**src/rtl/exception_unit.sv**
```systemverilog
// ============================================================================
//  Module      : exception_unit
//  Description : Trap/return sequencer for the machine-mode CSR file. It picks
//                one MEM-stage event by priority, pulses the CSR file, then
//                flushes the pipeline and redirects fetch.
//  Revision    : 1.0  initial release
// ============================================================================
`default_nettype none

module exception_unit #(
    parameter logic [31:0] RESET_PC  = 32'h0000_0000,
    parameter logic [31:0] INT_CAUSE = 32'h8000_000B
) (
    input  logic        clk,
    input  logic        rst,
    input  logic [31:0] mstatus,
    input  logic [31:0] mtvec,
    input  logic [31:0] mepc_i,
    input  logic        valid_mem,
    input  logic [31:0] pc_mem,
    input  logic [31:0] inst_mem,
    input  logic [31:0] addr_mem,
    input  logic        illegal_inst,
    input  logic        ecall_m,
    input  logic        l_fault,
    input  logic        s_fault,
    input  logic        mret,
    input  logic        interrupt,
    output logic        is_trap,
    output logic        is_mret,
    output logic [31:0] mepc,
    output logic [31:0] mcause,
    output logic [31:0] mtval,
    output logic        csr_w_kill,
    output logic        flush,
    output logic        redirect,
    output logic [31:0] redirect_pc
);

    localparam logic [31:0] C_CAUSE_ILLEGAL = 32'd2;
    localparam logic [31:0] C_CAUSE_ECALL   = 32'd11;
    localparam logic [31:0] C_CAUSE_LFAULT  = 32'd5;
    localparam logic [31:0] C_CAUSE_SFAULT  = 32'd7;

    typedef enum logic [1:0] {
        S_IDLE     = 2'd0,
        S_COMMIT   = 2'd1,
        S_REDIRECT = 2'd2
    } state_t;

    state_t      state_q, state_d;
    logic        int_pend_q, int_pend_d;
    logic        kind_mret_q, kind_mret_d;
    logic        is_trap_q, is_trap_d;
    logic        is_mret_q, is_mret_d;
    logic [31:0] mepc_q, mepc_d;
    logic [31:0] mcause_q, mcause_d;
    logic [31:0] mtval_q, mtval_d;
    logic        csr_w_kill_q, csr_w_kill_d;
    logic        flush_q, flush_d;
    logic        redirect_q, redirect_d;
    logic [31:0] redirect_pc_q, redirect_pc_d;

    logic        w_take_int;
    logic        w_event;
    logic [31:0] w_target;

    assign w_take_int = int_pend_q & mstatus[3];
    assign w_event    = valid_mem & (w_take_int | illegal_inst | ecall_m |
                                     l_fault | s_fault | mret);
    // mepc_i and mtvec are sampled in the REDIRECT cycle itself
    assign w_target   = kind_mret_q ? mepc_i : {mtvec[31:2], 2'b00};

    always_comb begin
        state_d       = state_q;
        int_pend_d    = int_pend_q | interrupt;
        kind_mret_d   = kind_mret_q;
        is_trap_d     = 1'b0;
        is_mret_d     = 1'b0;
        mepc_d        = 32'd0;
        mcause_d      = 32'd0;
        mtval_d       = 32'd0;
        csr_w_kill_d  = 1'b0;
        flush_d       = 1'b0;
        redirect_d    = 1'b0;
        redirect_pc_d = redirect_pc_q;

        case (state_q)
            S_IDLE: begin
                if (w_event) begin
                    state_d      = S_COMMIT;
                    csr_w_kill_d = 1'b1;
                    flush_d      = 1'b1;
                    kind_mret_d  = 1'b0;
                    is_trap_d    = 1'b1;
                    mepc_d       = pc_mem;
                    if (w_take_int) begin
                        mcause_d   = INT_CAUSE;
                        int_pend_d = 1'b0;
                    end else if (illegal_inst) begin
                        mcause_d = C_CAUSE_ILLEGAL;
                        mtval_d  = inst_mem;
                    end else if (ecall_m) begin
                        mcause_d = C_CAUSE_ECALL;
                    end else if (l_fault) begin
                        mcause_d = C_CAUSE_LFAULT;
                        mtval_d  = addr_mem;
                    end else if (s_fault) begin
                        mcause_d = C_CAUSE_SFAULT;
                        mtval_d  = addr_mem;
                    end else begin
                        kind_mret_d = 1'b1;
                        is_trap_d   = 1'b0;
                        is_mret_d   = 1'b1;
                        mepc_d      = 32'd0;
                    end
                end
            end
            S_COMMIT: begin
                state_d    = S_REDIRECT;
                redirect_d = 1'b1;
                flush_d    = 1'b1;
            end
            S_REDIRECT: begin
                state_d       = S_IDLE;
                redirect_pc_d = w_target;
            end
            default: begin
                state_d = S_IDLE;
            end
        endcase
    end

    always_ff @(posedge clk or posedge rst) begin
        if (rst) begin
            state_q       <= S_IDLE;
            int_pend_q    <= 1'b0;
            kind_mret_q   <= 1'b0;
            is_trap_q     <= 1'b0;
            is_mret_q     <= 1'b0;
            mepc_q        <= 32'd0;
            mcause_q      <= 32'd0;
            mtval_q       <= 32'd0;
            csr_w_kill_q  <= 1'b0;
            flush_q       <= 1'b0;
            redirect_q    <= 1'b0;
            redirect_pc_q <= RESET_PC;
        end else begin
            state_q       <= state_d;
            int_pend_q    <= int_pend_d;
            kind_mret_q   <= kind_mret_d;
            is_trap_q     <= is_trap_d;
            is_mret_q     <= is_mret_d;
            mepc_q        <= mepc_d;
            mcause_q      <= mcause_d;
            mtval_q       <= mtval_d;
            csr_w_kill_q  <= csr_w_kill_d;
            flush_q       <= flush_d;
            redirect_q    <= redirect_d;
            redirect_pc_q <= redirect_pc_d;
        end
    end

    assign is_trap     = is_trap_q;
    assign is_mret     = is_mret_q;
    assign mepc        = mepc_q;
    assign mcause      = mcause_q;
    assign mtval       = mtval_q;
    assign csr_w_kill  = csr_w_kill_q;
    assign flush       = flush_q;
    assign redirect    = redirect_q;
    assign redirect_pc = redirect_q ? w_target : redirect_pc_q;

endmodule

`default_nettype wire
```
**config.mk**
```make
export PLATFORM = sky130hd
export DESIGN_NAME = exception_unit
export DESIGN_NICKNAME = d
export VERILOG_FILES = /design/src/rtl/exception_unit.sv
export SDC_FILE = /design/constraint.sdc
export NUM_CORES = 1
export LEC_CHECK = 0
export ABC_CLOCK_PERIOD_IN_PS = 4350
export CORE_AREA = 2 2 130 132
export DETAILED_ROUTE_END_ITERATION = 16
export DIE_AREA = 0 0 132 134
export PLACE_DENSITY = 0.7
export REMOVE_ABC_BUFFERS = 1
export SETUP_SLACK_MARGIN = 0.02
export SYNTH_ARGS = -nofsm -noshare
export SYNTH_HDL_FRONTEND = slang
export SYNTH_SLANG_ARGS = --single-unit
```
**constraint.sdc**
```tcl
create_clock -name clk -period 4.35 [get_ports clk]
set_clock_uncertainty 0.15 [all_clocks]
set_input_delay 0.87 -clock clk [delete_from_list [all_inputs] [get_ports clk]]
set_output_delay 0.87 -clock clk [all_outputs]
set_load 0.005 [all_outputs]
```
Word-level counts from Yosys, hierarchy flattened --
Index checks and enable logic that the tools add are counted.
Word-level totals: logic and storage cells 71, output and inout bits 133, register bits after elaboration 137, input bits 201
Operators by class: bitwise logic cells 8, reduce and logical (&&, ||, !) cells 2, mux-type cells 46, eq/ne operators 3
Operators by type and width (count):
- $mux 32 | 19
- $mux 1 | 20
- $mux 4 | 2
- $mux 3 | 2
- $or 1x1->1 | 6
- $pmux 2 s2 | 1
- $and 1x1->1 | 2
- $eq 2x1->1 const B | 1
- $eq 2x2->1 const B | 1
- $logic_not 2->1 | 1
- $mux 2 | 1
- $ne 2x2->1 const B | 1
- $pmux 1 s2 | 1
- $reduce_and 2->1 | 1

Depth between registers and ports, before layout --
depth after elaboration 9, mapped depth 5, mapped depth without buffers 3

Least setup slack after synthesis --
No wires, ideal clock.
kind register to output, from reg redirect_q (netlist: redirect), to out redirect_pc[15], stages on the path, launching flop included 5, arrival 1.108 ns, path slack 2.222 ns, buffers on the path 2, required time 3.330 ns, cells stage by stage dfrtp_1 -> clkbuf_1 -> buf_1 -> nor2_1 -> a21oi_1
Between the ends: word-level cells in the longest chain between the ends 1
Ends and longest elaborated chain:
- start, declared | RTL line 61 | logic redirect_q, redirect_d;
- start signal, assigned | RTL line 159 | redirect_q <= redirect_d;
- $mux 32 | RTL line 172 | assign redirect_pc = redirect_q ? w_target : redirect_pc_q;
- end, declared | RTL line 37 | output logic [31:0] redirect_pc
No other way between the ends.

Final worst setup path --
from reg kind_mret_q, to out redirect_pc[6]
Between the ends: word-level cells in the longest chain between the ends 2
Ends and longest elaborated chain:
- start, declared | RTL line 53 | logic kind_mret_q, kind_mret_d;
- start signal, assigned | RTL line 151 | kind_mret_q <= kind_mret_d;
- $mux 32 | RTL line 72 | assign w_target = kind_mret_q ? mepc_i : {mtvec[31:2], 2'b00};
- $mux 32 | RTL line 172
No other way between the ends.

==> flow_metrics.py <==
metrics = {
    "floorplanning": {
        "start_util": 0.298,
        "die_h_um": 134,
        "die_w_um": 132,
        "die_area_mm2": 0.0177,
        "num_rows": 47,
        "io_pins": 334,
        "core_region_area_mm2": 0.0163,
    },
    "cells_and_area": {
        "fin_area_mm2": 0.00795,
        "multi_input_area_mm2": 0.00179,
        "fin_util": 0.488,
        "final-seq-area_mm2": 0.00276,
        "instances_no_fill": 944,
        "area_growth_pct": 63.8,
        "fill_cells": 1520,
        "drive_above_1_share": 0.0484,
        "fin_nets": 919,
    },
    "setup_path": {
        "cp_max_fo": 35,
        "path_cells": "mux2i_1 -> a21oi_1 -> clkdlybuf4s50_1",
        "cpPeakStageDelay_ns": 1.05,
        "crit_type": "flop to output pin",
        "critPathCaptureType": "output pin",
        "crit_required_ns": 3.33,
        "critPathTopFamily": "flip-flops",
        "crit-reg2reg-launch": "int_pend_q$_DFF_PP0_",
        "start_kind": "flop",
        "worstSetupStartpoint": "kind_mret_q$_DFFE_PP0P_",
        "cp_slowest_cell": "dfrtp_2",
        "cp.buffers_inverters": 1,
        "arrival_ns": 2.40,
    },
    "sta": {
        "fin_crit_sh": 0.785,
        "worstMarginPinSlew_ns": 1.02,
        "hold_viol": 0,
        "drv_slew": 0,
        "fmax_mhz": 293,
        "relSlewSlack": 0.320,
        "fin_ws_ns": 0.934,
        "setup_viol": 0,
        "hold_ws_ns": 0.336,
        "min_period_ns": 3.42,
        "setup-tns-final_ns": 0,
        "rsz0062_at_grt": "no",
    },
    "clock_network": {
        "cts_tree": "done",
        "cts.path.max_buffers": 2,
        "htreeDepth": 3,
        "clk_latency_ns": 0.35,
        "root_buffer": "clkbuf_16",
        "clk_pin_slew_worst_paths_ns": 0.08,
        "postCtsSetupBuffers": 0,
        "cts_buffers": 9,
        "cts_sinks": 110,
        "ctsResizeCount": 0,
        "holdBufCountCts": 0,
    },
    "drt": {
        "drt.antenna.violating_nets": 0,
        "routed_via_density": 4.38,
        "wl_mm": 13.8,
        "drc": 0,
        "drtIter0Drc": 128,
        "drt-pass1-iter-count": 4,
        "vias": 4131,
        "wire_per_inst_um": 14.7,
    },
    "placement": {
        "port_buffers": 273,
        "place.gp.congestion": 0.753,
        "placed_cell_area_mm2": 0.00763,
        "hpwlAfterDp_mm": 10.4,
        "dp_slack_ns": 0.952,
        "placed_cells": 927,
    },
    "logic_synthesis": {
        "synth-seq-area-share": 0.568,
        "synth_area_mm2": 0.00485,
        "yosys_warnings": 0,
        "yosysUniqueCellTypes": 31,
        "yosys_register_bits": 110,
        "synth.avg_cell_area_um2": 10.5,
        "netlist_instances": 464,
    },
    "global_route": {
        "overflow": 0,
        "antenna_found_initial": 1,
        "grt_max_degree": 66,
        "grt_first_pass_wirelength_mm": 21.7,
        "grt_pass1_vias": 4032,
        "gr-usage-all-layers": 0.156,
    },
    "power": {
        "leakage_nw": 3.36,
        "power.total_mw": 3.17,
        "p_per_area_mw_per_mm2": 400,
        "vdd_drop_max_v": 0.000169,
    },
    "worst_hold_path": {
        "worstHoldStart": "redirect_pc_q[31]$_DFFE_PP0N_",
        "hold_path.class": "flop to flop",
    },
    "job": {
        "maxCapViolCount": 0,
    },
    "run_status": {
        "outcome": "finished clean",
    },
}
-- kinds of logic (layout without fill, tap and decap cells) --
group | after synthesis | count (layout) | synth area share
AOI/OAI and AO/OA | 107 | 107 | 0.147
buffers and inverters | 67 | 300 | 0.0844
DFF | 110 | 110 | 0.568
muxes | 30 | 30 | 0.0619
other | 1 | 28 | 0.000773
and+or+nand+nor | 149 | 149 | 0.139
-- cells in the final DEF, fill, tap and decap left out, drive strengths merged --
cell type        n
mux2i           30
inv              9
buf              6
nor2            69
nand2b           3
a21boi           1
conb            27
a211oi           1
or3b             1
diode            1
nand3            2
clkbuf           9
o21bai           1
a211o            1
nor3             2
nand2           36
o31ai            1
a21oi           35
a311oi           1
nor3b            1
o21ai           34
clkdlybuf4s50  273
dfrtp          110
and2            32
or2              1
clkinv           3
a32oi           32
nor2b            2
-- tightest hold or removal path: cells and delay by family, from the launching register on --
kind	cells	cell delay (ns)
AOI/OAI and AO/OA	1	0.06
DFF	1	0.35
and+or+nand+nor	1	0.05
-- routing by layer --
| metal | share of wire | GRT usage | routed length (um) |
|---|---|---|---|
| met4 | 0.019 | 0.0622 | 261 |
| met3 | 0.11 | 0.0707 | 1590 |
| met5 | 0 | 0 | 0 |
| met1 | 0.37 | 0.169 | 5070 |
| met2 | 0.50 | 0.268 | 6930 |
-- path summary, 6_finish.rpt --
check                           slack, ns  cells after the start                       endpoint
worst max-delay path                 0.93                      3                 redirect_pc[6]
worst min-delay path                 0.34                      2  redirect_pc_q[31]$_DFFE_PP0N_
worst max register to register       2.13                      4            mtval[14]$_DFF_PP0_
worst min register to register       0.34                      2  redirect_pc_q[31]$_DFFE_PP0N_
max in group asynchronous            2.44                      3             mtval[7]$_DFF_PP0_
min in group asynchronous            0.87                      2             mepc[25]$_DFF_PP0_
-- report_power, final --
group	internal [mW]	leakage (nW)	switching, mW
combinational	0.608	1.77	0.395
sequential	1.20	1.44	0.133
clock	0.414	0.151	0.418
-- cell type report --
cell class | instances | area share
multi-input cells | 313 | 0.226
flip-flops and latches | 110 | 0.347
diodes | 1 | 0.000315
clock buffers | 9 | 0.0283
inverters | 5 | 0.00268
well taps | 220 | 0.0346
clock inverters | 7 | 0.0106
repair buffers | 279 | 0.351
-- synth_stat cells, drive strengths merged --
library cell	n	area [um2]
nor2	69	264
buf	45	327
nor2b	2	12.5
conb	1	3.75
a311oi	1	8.76
or2	1	6.26
nor3	2	10.0
a32oi	32	280
nand2	36	135
a21boi	1	7.51
mux2i	30	300
inv	5	18.8
clkbuf	17	63.8
a211oi	1	20.0
and2	32	200
or3b	1	8.76
dfrtp	110	2750
nand2b	3	18.8
a21oi	35	186
a211o	1	8.76
nand3	2	10.0
o21bai	1	7.51
o21ai	34	170
nor3b	1	7.51
o31ai	1	21.3
-- registers in the layout, summed over array words and instances (netlist names) --
name,flops
mepc,32
mtval,32
redirect_pc_q,32
mcause,5
state_q,2
csr_w_kill,1
flush,1
int_pend_q,1
is_mret,1
is_trap,1
kind_mret_q,1
redirect,1
(Power assumes the default switching activity.)
==> variant 1 (same settings) <==
Add an input register stage for `mstatus`, cleared by the reset; this delays it by one clock. The other inputs are not delayed to match.
--- a/src/rtl/exception_unit.sv
+++ b/src/rtl/exception_unit.sv
@@ -50,2 +50,12 @@
 
+    logic [31:0] mstatus_q;
+
+    always_ff @(posedge clk or posedge rst) begin
+        if (rst) begin
+            mstatus_q <= '0;
+        end else begin
+            mstatus_q <= mstatus;
+        end
+    end
+
     state_t      state_q, state_d;
@@ -67,3 +77,3 @@
 
-    assign w_take_int = int_pend_q & mstatus[3];
+    assign w_take_int = int_pend_q & mstatus_q[3];
     assign w_event    = valid_mem & (w_take_int | illegal_inst | ecall_m |
Check against the original RTL: not equivalent (Yosys sat finds a counterexample within 4 cycles, from zero or initial values and one cycle with rst high).
==> variant 1 against the unedited design <==
  * Power is 0.68% higher
  * Sequential cell count is 1 higher
  * Area after synthesis rose by 0.52%
  * Count of clock-buffer cells in the layout stayed put
  * Routed wire length hardly changed
  * Cell area increased by 0.38%
  * Setup slack better by 29 ps
==> variant 1: results (changes against the unedited design) <==
outcome:
  status: "finished clean"  # unchanged
global_routing:
  grt_pass1_wl_mm: 21.6  # was 21.7 mm
  grt_util_all_layers_pct: 15.8  # was 15.6%
  initial_antenna_violation_count: 0  # was 1
  pin_count_of_the_biggest_net_entering_global_routing: 68  # was 66
  number_of_global_route_vias_before_repair: 3952  # was 4032
routing:
  overall_via_count_from_detail_route: 4106  # was 4131
  finalWirelength_mm: 13.8  # about the same
  drtPass1Iterations: 4  # unchanged
synthesis:
  yosys-top-cells-count: "sky130_fd_sc_hd__dfrtp_1, sky130_fd_sc_hd__nor2_1, sky130_fd_sc_hd__nand2_1"  # unchanged
  seq_area_frac_synth_pct: 57.0  # was 56.8%
  post_synth_main_area_contributors: "sky130_fd_sc_hd__dfrtp_1, sky130_fd_sc_hd__mux2i_1, sky130_fd_sc_hd__a32oi_1"  # unchanged
power_and_ir_drop:
  vdd_ir_max_v: 0.000169  # about the same
  p_int_uw: 2240  # was 2230 µW
  power.static_leakage_uw: 0.00337  # was 0.00336 µW
  power-per-cell-area_nw_per_um2: 401  # was 400 nW/µm²
  powerComb_uw: 999  # was 1000 µW
finish:
  nFillCells: 1546  # was 1520
  fin_nets: 920  # was 919
  diodes: 0  # was 1
  layout-drive-gt1-share_pct: 4.83  # was 4.84%
placed_design:
  gpl.final_weighted_congestion: 0.755  # was 0.753
  detailed_place_hpwl_mm: 10.3  # was 10.4 mm
  detailed_place.area_um2: 7660  # was 7630 µm²
timing:
  slew_headroom_pct: 31.5  # was 32.0%
cts:
  cts_setup_buffers: 0  # unchanged
  worst_setup_hold_path_clk_slew_ps: 80  # about the same
setup_path:
  critical_path_max_stage_delay_ps: 1010  # was 1050 ps
variant 1: path summary, 6_finish.rpt:
path / slack [ps] / to / cells after the start / start
worst max-delay path: 960 / redirect_pc[9] / 3 / kind_mret_q
worst min-delay path: 330 / redirect_pc_q[25] / 2 / redirect_pc_q[25]
worst max register to register: 2400 / mepc[19] / 3 / state_q[0]
worst min register to register: 330 / redirect_pc_q[25] / 2 / redirect_pc_q[25]
max in group asynchronous: 2430 / mepc[27] / 3 / rst
min in group asynchronous: 900 / mepc[6] / 2 / rst
variant 1: layer usage:
metal / global-route usage [%] / routed length [µm] / vias to the layer above / part of all wire [%]
li1: - / - / 2041 / -
met1: 17.6 / 5250 / 1862 / 38
met2: 26.8 / 6880 / 191 / 50
met3: 7.26 / 1550 / 12 / 11
met4: 5.07 / 171 / 0 / 1.2
met5: 0 / 0 / - / 0
variant 1: layout make-up:
| cell class | instances | area [µm²] | area share, % |
|---|---|---|---|
| Clock buffer | 9 | 225 | 2.82 |
| Multi-Input combinational cell | 313 | 1790 | 22.5 |
| Sequential cell | 111 | 2780 | 34.9 |
| Timing Repair Buffer | 279 | 2790 | 35.0 |
| Tap cell | 220 | 275 | 3.45 |
| Inverter | 5 | 21.3 | 0.267 |
| Clock inverter | 7 | 91.3 | 1.15 |
variant 1: cells by family (layout without fill, tap and decap cells):
logic type / Yosys count / after routing / share of synthesized area (%)
AOI/OAI and AO/OA: 107 / 107 / 14.6
buffers and inverters: 67 / 300 / 8.39
DFF: 111 / 111 / 57.0
muxes: 30 / 30 / 6.16
other: 1 / 27 / 0.0769
and+or+nand+nor: 149 / 149 / 13.8
==> variant 2 (same settings) <==
Without the edit above. Set the parameter `INT_CAUSE` to 32'h60000008 (it was 32'h8000_000B).
--- a/src/rtl/exception_unit.sv
+++ b/src/rtl/exception_unit.sv
@@ -11,3 +11,3 @@
     parameter logic [31:0] RESET_PC  = 32'h0000_0000,
-    parameter logic [31:0] INT_CAUSE = 32'h8000_000B
+    parameter logic [31:0] INT_CAUSE = 32'h60000008
 ) (
Formal check against the unedited RTL: not equivalent (a bounded check fails within 4 cycles, from zero or initial values and one cycle with rst high).
==> variant 2 against the unedited design <==
  * Setup slack improved by 210 ps
  * Power grew 1.4%
  * Routed wire length is 0.49% higher
  * Cell area did not move
  * Count of clock-buffer cells in the layout rose by 1
  * Die area is the same
  * Critical path depth up 1
  * Largest cell class unchanged
  * Area after synthesis is 0.80% lower
  * Via count down 0.36%
  * Clock power increased by 7.6%
  * Global-route usage decreased by 0.13 points
  * Highest routed layer unchanged
  * Sequential cell count unchanged
==> variant 2: results (changes against the unedited design) <==
setup_path:
  regToRegStartpoint: "state_q[1]"  # was int_pend_q
  crit_path_max_fanout: 2  # was 35
  crit_arrival_ps: 2190  # was 2400 ps
  worst_setup_path_startpoint: "mepc_i[22]"  # was kind_mret_q
finish:
  final-instance-count-excl-fill: 944  # unchanged
  layout-drive-gt1-share_pct: 4.42  # was 4.84%
  fin_nets: 920  # was 919
  diodes: 0  # was 1
routing:
  finalWirelength_mm: 13.9  # was 13.8 mm
  routed_met2_length_mm: 7.04  # was 6.93 mm
  met3_wirelength_mm: 1.43  # was 1.59 mm
  detailedRoute.firstIterationViolations: 118  # was 128
  met1Wirelength_mm: 5.33  # was 5.07 mm
  route.detailed.vias_per_inst: 4.36  # was 4.38
synthesis:
  seq_area_frac_synth_pct: 57.2  # was 56.8%
  synthArstFlopShare_pct: 100  # unchanged
  yosys-top-cells-count: "sky130_fd_sc_hd__dfrtp_1, sky130_fd_sc_hd__nor2_1, sky130_fd_sc_hd__nand2_1"  # unchanged
  syn_avg_cell_area_um2: 10.4  # was 10.5 µm²
  post_synth_main_area_contributors: "sky130_fd_sc_hd__dfrtp_1, sky130_fd_sc_hd__mux2i_1, sky130_fd_sc_hd__a32oi_1"  # unchanged
  synth.lib_cells_used.distinct: 29  # was 31
global_routing:
  initial_antenna_violation_count: 0  # was 1
  grt_util_all_layers_pct: 15.5  # was 15.6%
  grt_pass1_wl_mm: 21.6  # was 21.7 mm
  number_of_global_route_vias_before_repair: 3975  # was 4032
cts:
  clock_insertion_delay_worst_skew_ps: 340
  post_cts.resized_instances: 0  # unchanged
timing:
  slew_headroom_pct: 30.7  # was 32.0%
placed_design:
  detailed_place.area_um2: 7610  # was 7630 µm²
  placed_cells: 928  # was 927
  gpl.final_weighted_congestion: 0.742  # was 0.753
  placement.io_buffers: 274  # was 273
  detailed_place_hpwl_mm: 10.5  # was 10.4 mm
outcome:
  status: "finished clean"  # unchanged
power_and_ir_drop:
  vdd_ir_max_v: 0.000204  # was 0.000169 V
  power.static_leakage_uw: 0.00338  # was 0.00336 µW
worst_hold_path:
  hold_path_startpoint: "redirect_pc_q[29]"  # was redirect_pc_q[31]
  hp-class: "reg2reg"  # unchanged
==> variant 2: final cells by class <==
class / count / area [µm²]
Fill cell: 1550 / 8340
Timing Repair Buffer: 281 / 2800
Sequential cell: 110 / 2760
Multi-Input combinational cell: 314 / 1770
Tap cell: 220 / 275
Clock buffer: 10 / 239
Clock inverter: 6 / 93.8
Inverter: 3 / 13.8
==> variant 2: worst max-delay path, cell delays in order <==
cell	delay (ps)
sky130_fd_sc_hd__clkdlybuf4s50_1	460
sky130_fd_sc_hd__mux2i_1	80
sky130_fd_sc_hd__a21oi_1	240
sky130_fd_sc_hd__clkdlybuf4s50_1	540
==> variant 2: report_power, final <==
group          internal [µW]  total (µW)  switching (µW)
sequential              1210        1280            79.6
combinational            603        1040             435
clock                    526         896             370
==> variant 2: cell families after synthesis <==
| logic type | count (synthesis) | synth area share (%) |
|---|---|---|
| and+or+nand+nor | 155 | 14.7 |
| other | 1 | 0.0779 |
| AOI/OAI and AO/OA | 103 | 13.8 |
| muxes | 30 | 6.24 |
| DFF | 110 | 57.2 |
| buffers and inverters | 65 | 7.98 |
==> variant 2: final timing paths <==
kind	slack [ps]	end	cells after the start
worst max-delay path	1140	redirect_pc[22]	4
worst min register to register	330	redirect_pc_q[29]	2
worst max register to register	2480	mtval[19]	3
worst min-delay path	330	redirect_pc_q[29]	2
min in group asynchronous	870	mepc[27]	2
max in group asynchronous	2320	mtval[13]	3
==> variant 2: through the flow <==
stage,util (%),setup slack [ps]
floorplan,-,428
global placement,46.7,1110
detailed placement,46.7,1100
CTS,48.8,1080
global route,48.8,997
finish,48.8,1140
==> variant 2: layer usage <==
metal | vias up | GRT usage [%]
li1 | 2038 | -
met1 | 1886 | 17.3
met2 | 184 | 27.1
met3 | 8 | 6.46
met5 | - | 0
met4 | 0 | 4.65
